<file path="src/rtl/i2c_target_fifo.sv">
// rtl/i2c_target_fifo.sv - I2C target: write bytes land in an RX FIFO, reads return a TX holding register
// Optional SCL/SDA glitch filter is enabled by defining I2C_TARGET_GLITCH_FILTER_EN.
module i2c_target_fifo #(
  parameter logic [6:0] TARGET_ADDR = 7'h50,
  parameter int         FIFO_DEPTH  = 8,
  parameter logic [7:0] IDLE_BYTE   = 8'hFF,
  parameter int         FILTER_LEN  = 3
) (
  input  logic                          i_clk,
  input  logic                          i_rst,
  input  logic                          i_scl,
  input  logic                          i_sda_in,
  output logic                          o_sda_out,
  output logic                          o_sda_en,
  input  logic                          i_rx_rd,
  output logic [7:0]                    o_rx_data,
  output logic                          o_rx_empty,
  output logic                          o_rx_full,
  output logic [$clog2(FIFO_DEPTH):0]   o_rx_level,
  input  logic                          i_tx_load,
  input  logic [7:0]                    i_tx_data,
  output logic                          o_tx_valid,
  output logic                          o_busy,
  output logic                          o_addr_nack,
  output logic                          o_ovf
);
  localparam int AW = $clog2(FIFO_DEPTH);

  typedef enum logic [2:0] {
    S_IDLE, S_ADDR, S_ADDR_ACK, S_WR_DATA, S_WR_ACK, S_RD_DATA, S_RD_ACK, S_WAIT_STOP
  } state_t;

  logic r_scl_s1, r_scl_s2, r_sda_s1, r_sda_s2;
  logic r_scl_q, r_sda_q;
  logic w_scl, w_sda;
  logic w_scl_rise, w_scl_fall, w_start, w_stop;

  always_ff @(posedge i_clk or negedge i_rst) begin
    if (!i_rst) begin
      r_scl_s1 <= 1'b1;
      r_scl_s2 <= 1'b1;
      r_sda_s1 <= 1'b1;
      r_sda_s2 <= 1'b1;
    end else begin
      r_scl_s1 <= i_scl;
      r_scl_s2 <= r_scl_s1;
      r_sda_s1 <= i_sda_in;
      r_sda_s2 <= r_sda_s1;
    end
  end

`ifdef I2C_TARGET_GLITCH_FILTER_EN
  localparam int CW = $clog2(FILTER_LEN + 1);
  localparam logic [CW-1:0] FL_LAST = CW'(FILTER_LEN - 1);
  logic [CW-1:0] r_scl_cnt, r_sda_cnt;
  logic          r_scl_f, r_sda_f;

  // A differing raw value must persist FILTER_LEN cycles before it is accepted.
  always_ff @(posedge i_clk or negedge i_rst) begin
    if (!i_rst) begin
      r_scl_cnt <= '0;
      r_sda_cnt <= '0;
      r_scl_f   <= 1'b1;
      r_sda_f   <= 1'b1;
    end else begin
      if (r_scl_s2 == r_scl_f) begin
        r_scl_cnt <= '0;
      end else if (r_scl_cnt == FL_LAST) begin
        r_scl_f   <= r_scl_s2;
        r_scl_cnt <= '0;
      end else begin
        r_scl_cnt <= r_scl_cnt + 1'b1;
      end
      if (r_sda_s2 == r_sda_f) begin
        r_sda_cnt <= '0;
      end else if (r_sda_cnt == FL_LAST) begin
        r_sda_f   <= r_sda_s2;
        r_sda_cnt <= '0;
      end else begin
        r_sda_cnt <= r_sda_cnt + 1'b1;
      end
    end
  end

  assign w_scl = r_scl_f;
  assign w_sda = r_sda_f;
`else
  assign w_scl = r_scl_s2;
  assign w_sda = r_sda_s2;
`endif

  always_ff @(posedge i_clk or negedge i_rst) begin
    if (!i_rst) begin
      r_scl_q <= 1'b1;
      r_sda_q <= 1'b1;
    end else begin
      r_scl_q <= w_scl;
      r_sda_q <= w_sda;
    end
  end

  assign w_scl_rise = w_scl & ~r_scl_q;
  assign w_scl_fall = ~w_scl & r_scl_q;
  assign w_start    = w_scl & r_scl_q & r_sda_q & ~w_sda;
  assign w_stop     = w_scl & r_scl_q & ~r_sda_q & w_sda;

  state_t        r_state, w_state_nxt;
  logic [3:0]    r_bit_cnt;
  logic [7:0]    r_shift, r_tx_shift, r_tx_reg;
  logic          r_rw, r_sda_en, r_busy, r_addr_nack, r_ovf, r_tx_valid;
  logic [7:0]    r_mem [FIFO_DEPTH];
  logic [AW:0]   r_wr_ptr, r_rd_ptr;
  logic          w_empty, w_full, w_pop, w_can_push, w_addr_match;
  logic [7:0]    w_rd_byte;
  logic          w_sda_en_nxt, w_push, w_ovf_set, w_latch, w_nack, w_busy_set;

  assign w_empty      = (r_wr_ptr == r_rd_ptr);
  assign w_full       = (r_wr_ptr[AW] != r_rd_ptr[AW]) && (r_wr_ptr[AW-1:0] == r_rd_ptr[AW-1:0]);
  assign w_pop        = i_rx_rd & ~w_empty;
  assign w_can_push   = ~w_full | w_pop;
  assign w_addr_match = (r_shift[6:0] == TARGET_ADDR);
  assign w_rd_byte    = r_tx_valid ? r_tx_reg : IDLE_BYTE;

  always_ff @(posedge i_clk or negedge i_rst) begin
    if (!i_rst) r_state <= S_IDLE;
    else        r_state <= w_state_nxt;
  end

  always_comb begin
    w_state_nxt = r_state;
    if (w_stop) begin
      w_state_nxt = S_IDLE;
    end else if (w_start) begin
      w_state_nxt = S_ADDR;
    end else begin
      case (r_state)
        S_ADDR:     if (w_scl_rise && r_bit_cnt == 4'd7)
                      w_state_nxt = w_addr_match ? S_ADDR_ACK : S_WAIT_STOP;
        S_ADDR_ACK: if (w_scl_fall && r_bit_cnt == 4'd2)
                      w_state_nxt = r_rw ? S_RD_DATA : S_WR_DATA;
        S_WR_DATA:  if (w_scl_rise && r_bit_cnt == 4'd7) w_state_nxt = S_WR_ACK;
        S_WR_ACK:   if (w_scl_fall && r_bit_cnt == 4'd2) w_state_nxt = S_WAIT_STOP;
        S_RD_DATA:  if (w_scl_fall && r_bit_cnt == 4'd8) w_state_nxt = S_RD_ACK;
        S_RD_ACK:   if (w_scl_rise) w_state_nxt = S_WAIT_STOP;
        default:    w_state_nxt = r_state;
      endcase
    end
  end

  // Ack phases use r_bit_cnt as 0 = before drive, 1 = driving, 2 = ack bit clocked.
  always_comb begin
    w_sda_en_nxt = r_sda_en;
    w_push       = 1'b0;
    w_ovf_set    = 1'b0;
    w_latch      = 1'b0;
    w_nack       = 1'b0;
    w_busy_set   = 1'b0;
    if (w_start || w_stop) begin
      w_sda_en_nxt = 1'b0;
    end else begin
      case (r_state)
        S_ADDR: begin
          w_sda_en_nxt = 1'b0;
          w_nack       = w_scl_rise && (r_bit_cnt == 4'd7) && !w_addr_match;
        end
        S_ADDR_ACK: if (w_scl_fall) begin
          if (r_bit_cnt == 4'd0) begin
            w_sda_en_nxt = 1'b1;
            w_busy_set   = 1'b1;
          end else if (r_bit_cnt == 4'd2) begin
            w_latch      = r_rw;
            w_sda_en_nxt = r_rw & ~w_rd_byte[7];
          end
        end
        S_WR_ACK: if (w_scl_fall) begin
          if (r_bit_cnt == 4'd0) begin
            w_push       = w_can_push;
            w_ovf_set    = ~w_can_push;
            w_sda_en_nxt = w_can_push;
          end else if (r_bit_cnt == 4'd2) begin
            w_sda_en_nxt = 1'b0;
          end
        end
        S_RD_DATA: if (w_scl_fall) begin
          w_sda_en_nxt = (r_bit_cnt == 4'd8) ? 1'b0 : ~r_tx_shift[7];
        end
        default: w_sda_en_nxt = 1'b0;
      endcase
    end
  end

  always_ff @(posedge i_clk or negedge i_rst) begin
    if (!i_rst) begin
      r_bit_cnt   <= '0;
      r_shift     <= '0;
      r_tx_shift  <= '0;
      r_rw        <= 1'b0;
      r_sda_en    <= 1'b0;
      r_busy      <= 1'b0;
      r_addr_nack <= 1'b0;
      r_ovf       <= 1'b0;
    end else begin
      r_sda_en    <= w_sda_en_nxt;
      r_addr_nack <= w_nack;
      if (w_ovf_set) r_ovf <= 1'b1;
      if (w_stop) r_busy <= 1'b0;
      else if (w_busy_set) r_busy <= 1'b1;
      if (w_start || w_stop) begin
        r_bit_cnt <= '0;
      end else begin
        case (r_state)
          S_ADDR, S_WR_DATA: if (w_scl_rise) begin
            r_shift   <= {r_shift[6:0], w_sda};
            r_bit_cnt <= (r_bit_cnt == 4'd7) ? 4'd0 : r_bit_cnt + 4'd1;
            if (r_state == S_ADDR && r_bit_cnt == 4'd7) r_rw <= w_sda;
          end
          S_ADDR_ACK, S_WR_ACK: begin
            if (w_scl_fall && r_bit_cnt == 4'd0)      r_bit_cnt <= 4'd1;
            else if (w_scl_rise && r_bit_cnt == 4'd1) r_bit_cnt <= 4'd2;
            else if (w_scl_fall && r_bit_cnt == 4'd2) r_bit_cnt <= 4'd0;
          end
          S_RD_DATA: if (w_scl_fall) begin
            r_bit_cnt  <= (r_bit_cnt == 4'd8) ? 4'd0 : r_bit_cnt + 4'd1;
            r_tx_shift <= {r_tx_shift[6:0], 1'b0};
          end
          default: r_bit_cnt <= r_bit_cnt;
        endcase
        if (w_latch) begin
          r_tx_shift <= {w_rd_byte[6:0], 1'b0};
          r_bit_cnt  <= 4'd1;
        end
      end
    end
  end

  // A load coinciding with the read latch keeps the new byte pending.
  always_ff @(posedge i_clk or negedge i_rst) begin
    if (!i_rst) begin
      r_tx_reg   <= '0;
      r_tx_valid <= 1'b0;
    end else if (i_tx_load) begin
      r_tx_reg   <= i_tx_data;
      r_tx_valid <= 1'b1;
    end else if (w_latch) begin
      r_tx_valid <= 1'b0;
    end
  end

  always_ff @(posedge i_clk or negedge i_rst) begin
    if (!i_rst) begin
      r_wr_ptr <= '0;
      r_rd_ptr <= '0;
    end else begin
      if (w_push) r_wr_ptr <= r_wr_ptr + 1'b1;
      if (w_pop)  r_rd_ptr <= r_rd_ptr + 1'b1;
    end
  end

  always_ff @(posedge i_clk) begin
    if (w_push) r_mem[r_wr_ptr[AW-1:0]] <= r_shift;
  end

  assign o_sda_en    = r_sda_en;
  assign o_sda_out   = ~r_sda_en;
  assign o_rx_data   = w_empty ? 8'h00 : r_mem[r_rd_ptr[AW-1:0]];
  assign o_rx_empty  = w_empty;
  assign o_rx_full   = w_full;
  assign o_rx_level  = r_wr_ptr - r_rd_ptr;
  assign o_tx_valid  = r_tx_valid;
  assign o_busy      = r_busy;
  assign o_addr_nack = r_addr_nack;
  assign o_ovf       = r_ovf;

endmodule

</file>
<file path="config.mk">
export PLATFORM = sky130hd
export DESIGN_NAME = i2c_target_fifo
export DESIGN_NICKNAME = d
export VERILOG_FILES = /design/src/rtl/i2c_target_fifo.sv
export SDC_FILE = /design/constraint.sdc
export NUM_CORES = 1
export LEC_CHECK = 0
export CAP_MARGIN = 10
export CORE_AREA = 2 2 105 97
export CTS_CLUSTER_DIAMETER = 200
export CTS_CLUSTER_SIZE = 30
export DETAILED_ROUTE_END_ITERATION = 7
export DIE_AREA = 0 0 107 99
export GPL_TIMING_DRIVEN = 0
export PLACE_DENSITY = 0.74
export SLEW_MARGIN = 20
export SYNTH_ARGS = -nofsm -noshare
export SYNTH_HDL_FRONTEND = slang
export SYNTH_SLANG_ARGS = --single-unit
export TNS_END_PERCENT = 1
</file>
<file path="constraint.sdc">
create_clock -name i_clk -period 8.3 [get_ports i_clk]
set_input_delay 2.075 -clock i_clk [delete_from_list [all_inputs] [get_ports i_clk]]
set_output_delay 2.075 -clock i_clk [all_outputs]
set_load 0.005 [all_outputs]
</file>
# Word-level counts from Yosys, hierarchy flattened
# Memory sizes are Yosys's and may differ from the RTL's.
# Cells that the tools add are included.
# word_totals
out_inout_bits	20
memories	1
inputBits	14
ramBits	64
ff_bits	51
elab_cells	159
# mem_list
name	depth	width	rd	rd_ports_with_merged_regs	write_ports	line_no	rtl
r_mem	8	8	1	0	1	111	logic [7:0] r_mem [FIFO_DEPTH];
# classes
reduce_logical	25
n_addsub	4
n_bitwise	21
eq_ne	28
n_mux	61
# op_table
cell	n
8-bit 2-to-1 mux	5
4-bit != test (second input constant)	10
4-bit 2-to-1 mux	9
1-bit 2-to-1 mux	34
3-bit 2-to-1 mux	10
3-bit one-hot mux with 6 select lines	1
4-bit by 1-bit adder with 4-bit output (second input constant)	3
4-bit one-hot mux with 3 select lines	1
1-bit inverter	11
1-bit AND	9
3-bit == test (second input constant)	3
3-bit != test (second input constant)	3
1-bit logical AND	8
4-bit AND reduction	2
2-bit nonzero test	4
8-bit nonzero test	1
7-bit == test (second input constant)	1
7-bit AND reduction	1
3-bit by 2-bit == test with 1-bit output (second input constant)	2
6-bit != test (second input constant)	1
3-bit AND reduction	2
5-bit AND reduction	1
5-bit nonzero test	1
4-bit by 1-bit == test with 1-bit output (second input constant)	1
14 further kinds	15

# Depth between registers and ports, before layout
# logic_depth
ltp_word	10
mapped_depth	10
mapped_depth_nobuf	7

# Least setup slack after synthesis
# OpenSTA, ideal clock, no wires.
# synth_path
kind	register to output
from	register r_rd_ptr[1]
to	output o_rx_level[3]
slack_ns	4.344
path_buffers	2
path_stages_with_launch	8
t_arrival_ns	1.881
required_time_ns	6.225
path_cell_list	dfrtp_1 -> clkbuf_1 -> clkbuf_1 -> inv_1 -> ha_1 -> a21o_1 -> a21oi_1 -> xnor2_1
# synth_via
elab_chain_cells	1
# synth_lines
element	line_no	rtl
start, declared	112	logic [AW:0] r_wr_ptr, r_rd_ptr;
start signal, assigned	255	if (w_pop) r_rd_ptr <= r_rd_ptr + 1'b1;
4-bit subtractor	268	assign o_rx_level = r_wr_ptr - r_rd_ptr;
end, declared	19	output logic [$clog2(FIFO_DEPTH):0] o_rx_level,
# No other way between the ends.

# Worst setup path after layout
# layout_path
from	register r_rd_ptr[1]
to	output o_rx_data[0]
# layout_via
elab_chain_cells	2
elab_cells_between_ends	3
classes_between	eq/ne (1); mux (1); memory (1)
# layout_lines
element	line_no	rtl
memory 8 x 8 bit / 4-bit == test (equally long branches)	--	
8-bit 2-to-1 mux (*)	265	assign o_rx_data = w_empty ? 8'h00 : r_mem[r_rd_ptr[AW-1:0]];
end, declared	16	output logic [7:0] o_rx_data,
# Mark *: on every way between the ends. The rest lies on a longest branch, timed or not.

==> results.cfg <==
[sta]
period_share_pct = 66.5
slew_violations = 0
skew_ps = 9.64
hold_viol = 0
timing.fmax_mhz = 181
period_needed_ps = 5520
finalSetupTns_ps = 0
tightest_slew_ps = 874
rsz0062_at_grt = no
relSlewSlack_pct = 41.4
worst_slack_ps = 2780
setup_violations = 0

[routing]
wirelength_mm = 9.80
drtIter0Drc = 229
wl_met3_um = 389
wl_per_cell_um = 17.9
wl_met1_mm = 4.42
route.met2.wl_mm = 4.92
vias_per_cell = 5.66
top_layer = met4
drcViolationCount = 0
dr.pass1.iters = 5
vias = 3109
ant_nets = 0

[clock_tree]
post_cts_resize_count = 0
cts_tree = built
clockRootBuffer = clkbuf_8
cts_max_level = 4
cts_sinks = 114
clkTransAtPathRegs_ps = 60
ctsHoldBuffers = 0
post-cts-setup-buffers = 0
cts_made_buffers = 17
clk_latency_ps = 510
clockBufferDepth = 2

[critical_path]
cp_slowest_cell = clkdlybuf4s50_1
worstPathRequired_ps = 6230
critical_path.max_fanout = 10
cp-startpoint = r_rd_ptr[1]
rr_startpoint = r_rd_ptr[1]
worst-endpoint-arrival_ps = 3440
slowest_delay_ps = 530
crit_path_cell_trace = clkbuf_1 -> clkbuf_1 -> inv_1 -> ha_1 -> and4_1 -> buf_2 -> a21oi_1 -> clkdlybuf4s50_1
endpoint_kind = primary output
cp_common_cell = clkbuf_1
criticalPathCategory = reg2out
crit_path_start_kind = flip-flop

[synth]
synth-simple-area-share_pct = 11.1
ys_top_cells_by_area = edfxtp_1 38%, dfrtp_1 21%, mux4_2 7.0%, mux2_2 4.0%, dfstp_2 3.1%
synthCells = 357
ys_seq_elements = 114
synth_edf_count = 64
yosys_warnings = 0
synthArstFlopShare_pct = 43.9
synth_top_area_cell = edfxtp_1
ys.flop_type = edfxtp_1
muxShareOfSynthArea_pct = 12.6
yosysSeqAreaShare_pct = 62.1
netlist.area_leader.share_pct = 37.5
synthDistinctLibCells = 56
synth_fa_ha_area_share_pct = 2.59
synth_xor_area_share_pct = 1.71
synth_compound_area_share_pct = 7.50
avgSynthCellArea_um2 = 14.3
synth_top_family_by_area = multiplexers
syn_nets = 381
synth.cell_area_um2 = 5120

[finish]
diodes = 0
fin_nets = 434
synthToLayoutAreaGrowth_pct = 21.5
utilization_pct = 65.6
largest_reg_flops = 64
drive_above_1_share_pct = 22.9
stdcell_area_um2 = 6220

[placement]
gp_congestion = 0.866
dp_hpwl_mm = 6.50
port_buffers = 32
place_ws_ps = 3290
dpl_cell_area_um2 = 5650

[global_route]
grt_max_degree = 31
overflow = 0
grt_pass1_vias = 3181
antenna_found_initial = 0
grt_pass1_wl_mm = 16.2
track_usage_pct = 20.3

[run]
drv_cap = 0

[worst_hold_path]
min-delay-start = r_scl_s1
hold_path_class = reg2reg

[floorplanning]
pin_count = 34
die_area_um2 = 10600
die_width_um = 107
initial_core_util_pct = 54.0
num_rows = 34
core_um2 = 9490
chipHeight_um = 99

[run_status]
status = finished clean

[power]
power.total_mw = 2.24
leakagePower_nw = 2.42
power.density_nw_per_um2 = 361
peakVddDrop_mv = 0.222
==> cells in the final DEF (no fill, tap or decap), drive strengths merged, types with 14 or more instances in the layout <==
cell / instances
a21oi: 17
clkbuf: 23
clkdlybuf4s50: 31
dfrtp: 44
edfxtp: 64
inv: 27
mux2: 18
mux4: 16
nand2: 33
nor2: 14
==> cell usage after synthesis, drive strengths merged (3+ instances only) <==
cell type  count
a21oi         17
a32o           4
and3           4
buf            8
clkbuf         6
dfrtp         44
dfstp          6
edfxtp        64
ha             9
inv           15
mux2          18
mux2i          8
mux4          16
nand2         33
nand2b         6
nand3          7
nor2          14
nor2b          7
nor3           7
nor3b         11
o211a          4
o21ai          8
xnor2          7
xor2           3
==> cell families (layout without fill, tap and decap cells) <==
family	count (synthesis)	in the layout
AND/OR/NAND/NOR	103	103
multiplexers	42	42
XOR/XNOR	10	10
buffers and inverters	29	95
AO/OA/AOI/OAI	49	49
flip-flops	114	114
adder cells (fa/ha/maj)	10	10
==> cell type report <==
cell class | count | area, um2
plain buffers | 14 | 71.3
clock buffers | 17 | 414
clock inverters | 15 | 160
fillers | 693 | 3260
inverters | 15 | 56.3
multi-input cells | 214 | 1840
flip-flops and latches | 114 | 3180
well taps | 126 | 158
repair buffers | 34 | 343
==> worst max-delay path: cells and delay by family, from the launching register on <==
family | cells | cell delay, ps
simple gates | 1 | 190
flops | 1 | 400
compound gates | 1 | 190
buf+inv | 5 | 1830
fa+ha+maj | 1 | 320
==> report_power, final <==
| part | total (mW) | switching, mW | internal [mW] |
|---|---|---|---|
| clock | 0.698 | 0.286 | 0.412 |
| combinational | 0.749 | 0.363 | 0.387 |
| sequential | 0.796 | 0.0977 | 0.698 |
==> path summary, 6_finish.rpt <==
check,to,slack [ps],depth (start not counted)
setup / recovery,o_rx_data[0],2780,8
hold / removal,r_scl_s2,350,0
setup reg to reg,r_mem[3][5],4590,10
hold reg to reg,r_scl_s2,350,0
max in group asynchronous,r_tx_reg[7],6230,2
min in group asynchronous,r_rd_ptr[3],1530,1
==> per-stage QoR <==
step	std cells	hold WS [ps]
floorplan	357	345
global placement	515	345
detailed placement	517	347
CTS	549	356
global route	549	364
finish	549	355
==> layer usage <==
metal | global-route usage, % | vias to the layer above
li1 | - | 1446
met1 | 27.2 | 1582
met2 | 32.4 | 75
met3 | 5.36 | 6
met4 | 7.49 | 0
met5 | 0 | -
Power figures use the tool's default switching activity.
